### src/rtl/clock_enable_gen.sv
// Multi-channel programmable clock-enable generator: per-channel divisor, tick pulse and square wave.
// Optional macro CLKGEN_FREERUN_EN adds a 32-bit free-running cycle counter on divided_clocks.
module clock_enable_gen #(
  parameter int CHANNELS = 4,
  parameter int WIDTH    = 26,
  localparam int IDX_W   = (CHANNELS > 1) ? $clog2(CHANNELS) : 1
) (
  input  logic                clock,
  input  logic                reset,
  input  logic                enable,
  input  logic                load,
  input  logic [IDX_W-1:0]    load_ch,
  input  logic [WIDTH-1:0]    load_div,
  output logic [CHANNELS-1:0] tick,
  output logic [CHANNELS-1:0] square,
  output logic [CHANNELS-1:0] active
`ifdef CLKGEN_FREERUN_EN
  ,
  output logic [31:0]         divided_clocks
`endif
);

  logic [WIDTH-1:0] div [CHANNELS];
  logic [WIDTH-1:0] cnt [CHANNELS];
  logic             load_ok;

  // Indices past the last channel are only reachable when CHANNELS is not a power of two.
  assign load_ok = load && (32'(load_ch) < 32'(CHANNELS));

  always_ff @(posedge clock) begin
    if (reset) begin
      for (int c = 0; c < CHANNELS; c++) begin
        div[c] <= '0;
        cnt[c] <= '0;
      end
      tick   <= '0;
      square <= '0;
      active <= '0;
    end else begin
      for (int c = 0; c < CHANNELS; c++) begin
        if (load_ok && (load_ch == IDX_W'(c))) begin
          div[c]    <= load_div;
          cnt[c]    <= '0;
          tick[c]   <= 1'b0;
          square[c] <= 1'b0;
          active[c] <= (load_div != '0);
        end else if (div[c] == '0) begin
          cnt[c]    <= '0;
          tick[c]   <= 1'b0;
          square[c] <= 1'b0;
        end else if (!enable) begin
          tick[c]   <= 1'b0;
        end else if (cnt[c] == div[c] - WIDTH'(1)) begin
          // div is nonzero here, so div-1 never underflows and the full range is usable.
          cnt[c]    <= '0;
          tick[c]   <= 1'b1;
          square[c] <= ~square[c];
        end else begin
          cnt[c]    <= cnt[c] + WIDTH'(1);
          tick[c]   <= 1'b0;
        end
      end
    end
  end

`ifdef CLKGEN_FREERUN_EN
  always_ff @(posedge clock) begin
    if (reset) begin
      divided_clocks <= '0;
    end else begin
      divided_clocks <= divided_clocks + 32'd1;
    end
  end
`endif

endmodule

### config.mk
export PLATFORM = sky130hd
export DESIGN_NAME = clock_enable_gen
export DESIGN_NICKNAME = d
export VERILOG_FILES = /design/src/rtl/clock_enable_gen.sv
export SDC_FILE = /design/constraint.sdc
export NUM_CORES = 1
export LEC_CHECK = 0
export ABC_CLOCK_PERIOD_IN_PS = 3300
export BUFFER_PORTS_ARGS = -buffer_cell sky130_fd_sc_hd__buf_2
export CAP_MARGIN = 10
export CORE_MARGIN = 8
export CORE_UTILIZATION = 35
export CTS_CLUSTER_SIZE = 8
export DETAILED_ROUTE_END_ITERATION = 10
export SLEW_MARGIN = 20
export SYNTH_ARGS = -nofsm -noshare
export SYNTH_HDL_FRONTEND = slang
export SYNTH_SLANG_ARGS = --single-unit
### constraint.sdc
create_clock -name clock -period 3.3 [get_ports clock]
set_input_delay 0.66 -clock clock [delete_from_list [all_inputs] [get_ports clock]]
set_output_delay 0.66 -clock clock [all_outputs]
set_load 0.05 [all_outputs]
==> results.py <==
metrics = {
    "synthesis": {
        "async_flop_share": 0,
        "synth.area.top_cells": "edfxtp_1, xor2_1, xnor2_1",
        "ys_seq_area_frac": 0.473,
        "synth_cell_types": 77,
        "syn_nets": 1412,
        "synth-main-ff-cell": "edfxtp_1",
        "syn-cell-area_mm2": 0.0137,
        "synth.largest_area_cell": "edfxtp_1",
        "synth_top_area_share": 0.455,
        "syn_avg_cell_area_um2": 10.0,
        "synth_edf_count": 208,
        "yosys_warnings": 0,
        "netlist_instances": 1369,
        "synth-seq-cells": 220,
    },
    "job": {
        "cap_viol_max_count": 0,
    },
    "route": {
        "first_iter_violations": 662,
        "routed_wl_mm": 34.3,
        "drc": 0,
        "drtPass1Iterations": 5,
        "vias": 10500,
        "vias_per_cell": 5.18,
        "wire_per_inst_um": 17.0,
        "antenna_left": 0,
    },
    "place": {
        "placed_area_mm2": 0.0150,
        "portBuffers": 43,
        "gp_congestion": 0.906,
        "dp_hpwl_mm": 24.9,
    },
    "clock_network": {
        "ctsHoldBuffers": 0,
        "htree_levels": 1,
        "root_buffer": "clkbuf_16",
        "clkLatencyLatePin_ns": 0.57,
        "path_clk_slew_ns": 0.05,
        "clock-sinks": 220,
        "cts_tree": "done",
        "cts_buffer_depth": 3,
        "cts_inserted_buffers": 31,
    },
    "grt": {
        "grt_pass1_wl_mm": 54.9,
        "grt.busiest_layer": "met2",
        "grt_pass1_vias": 10300,
        "grt_max_degree": 27,
        "grt_antenna_before_repair": 6,
        "grt_use_met3": 0.0317,
        "grt_util_met1": 0.203,
        "grt_overflow": 0,
        "globalRouteMet2Util": 0.225,
        "grt_usage": 0.144,
    },
    "critical_path": {
        "crit_top_cell": "a2111oi_4",
        "end_kind": "flop",
        "max_stage_delay_ns": 0.55,
        "crit_type": "reg2reg",
        "cp_slowest_cell": "or4_1",
        "crit_path_cell_trace": "or4_1 -> or2_4 -> or4b_4 -> a2111oi_4 -> nand4b_4 -> a2111oi_4 -> buf_4 -> clkbuf_16 -> nor2_2",
        "crit_family": "simple AND/OR/NAND/NOR gates",
        "path_depth": 9,
        "arrival_ns": 3.52,
        "crit_required_ns": 3.63,
        "cp-start-kind": "flop",
        "reg2reg_depth": 9,
        "cp_num_buf_inv": 2,
        "crit_fanout": 13,
    },
    "timing": {
        "slew_viol_final": 0,
        "fmax_ghz": 0.313,
        "fin_setup_tns_ns": 0,
        "slew_headroom": 0.621,
        "report.final.setup_viol": 0,
        "skew_ns": 0.0142,
        "final.period_utilization": 0.968,
        "worst_pin_slew_ns": 0.561,
        "finalHoldViolations": 0,
        "fin_crit_ns": 3.20,
    },
    "layout": {
        "area.growth.synth_to_final_pct": 16.9,
        "drive_above_1_share": 0.145,
        "final_cell_mix": "edfxtp_1, nor2_1, xor2_1",
        "fin_area_mm2": 0.0160,
        "nets": 1520,
        "layout_commonest_cell": "edfxtp_1",
        "nFillCells": 3756,
    },
    "pwr": {
        "powerDensity_mw_per_mm2": 462,
        "power_leakage_nw": 5.71,
        "peakVddDrop_mv": 0.478,
    },
    "run_status": {
        "status": "finished clean",
    },
    "die": {
        "rows": 72,
        "core_area_mm2": 0.0386,
        "die_h_um": 214,
        "die_w_um": 214,
        "dieArea_mm2": 0.0458,
        "initial_core_util": 0.355,
        "ios": 44,
    },
    "worst_hold_path": {
        "hold_path_class": "in2reg",
        "hold_depth": 2,
    },
}
cells in the mapped netlist (8+ instances only):
library cell and n:
a21oi_1 22, a31oi_1 11, and2_1 109, and3_1 26, and4_1 9, clkbuf_1 30, dfxtp_1 12, edfxtp_1 208
ha_1 11, inv_1 25, nand2_1 97, nand2b_1 16, nand3_1 58, nand4_1 28, nor2_1 167, nor2_2 20
nor2b_1 16, nor3_1 44, nor3b_1 9, nor4_1 37, nor4b_1 8, o21ai_0 20, or2_2 10, or3_1 15
or4_1 22, xnor2_1 111, xor2_1 114
registers in the layout (all words and copies together), names as in the netlist:
name	cells
cnt	104
square	4
tick	4
div	104
active	4
report_power, final:
part	switching, mW	internal (mW)
sequential	0.245	3.27
combinational	0.523	0.419
clock	1.20	1.76
total	1.97	5.45
repair_timing:
| action | CTS | global route |
|---|---|---|
| gates resized for setup | 0 | 14 |
| endpoints found under the setup margin | 0 | 80 |
| buffers inserted | 0 | 3 |
area by class of cell:
cell class	count	area, um^2	share of cell area
Multi-Input combinational cell	1082	7050	0.439
Timing Repair Buffer	117	876	0.0546
Clock inverter	1	20.0	0.00125
Tap cell	518	648	0.0404
Inverter	25	93.8	0.00585
Antenna cell	1	2.50	0.000156
Sequential cell	220	6490	0.404
Clock buffer	57	873	0.0544
kinds of logic (layout without fill, tap and decap cells):
| group | after synthesis | after routing | share of synthesized area |
|---|---|---|---|
| XOR/XNOR | 227 | 227 | 0.147 |
| AND/OR/NAND/NOR | 719 | 719 | 0.283 |
| flip-flops | 220 | 220 | 0.473 |
| buffers and inverters | 67 | 200 | 0.0210 |
| multiplexers | 6 | 6 | 0.00456 |
| AO/OA/AOI/OAI | 119 | 119 | 0.0625 |
| adder cells (fa/ha/maj) | 11 | 11 | 0.0100 |
| other | 0 | 1 | 0 |
worst register-to-register path, delay by kind of cell (launching register included):
kind                   cells  cell delay (ns)
AO/OA/AOI/OAI              2             0.57
AND/OR/NAND/NOR            5             1.59
flip-flops                 1             0.41
buffers and inverters      2             0.38
per-layer routing:
layer  share of wire  routed length (um)  up-vias
met3           0.072                2460       41
li1                -                   -     5152
met1            0.47               16200     4990
met4           0.015                 530        6
met5          0.0010                  35        -
met2            0.44               15000      279
path summary, 6_finish.rpt:
check | start | end | slack, ns
setup / recovery | div[2][13] | cnt[2][2] | 0.10
hold reg to reg | active[0] | active[0] | 0.51
setup reg to reg | div[2][13] | cnt[2][2] | 0.10
hold / removal | reset | active[3] | 0.46
metrics by stage:
stage | instances | utilization | hold WS [ns] | power (mW) | setup slack (ns)
2_1_floorplan | 1369 | - | 0.601 | 4.14 | 0.0250
4_1_cts | 2016 | 0.412 | 0.409 | 7.49 | 0.0623
6_report | 2021 | 0.415 | 0.458 | 7.42 | 0.105
5_1_grt | 2021 | 0.415 | 0.448 | 7.75 | -0.00508
3_5_place_dp | 1958 | 0.389 | 0.500 | 4.49 | 0.0785
3_3_place_gp | 1958 | 0.389 | 0.490 | 4.47 | 0.0823
Note: power is estimated with default switching activity, not from simulation.
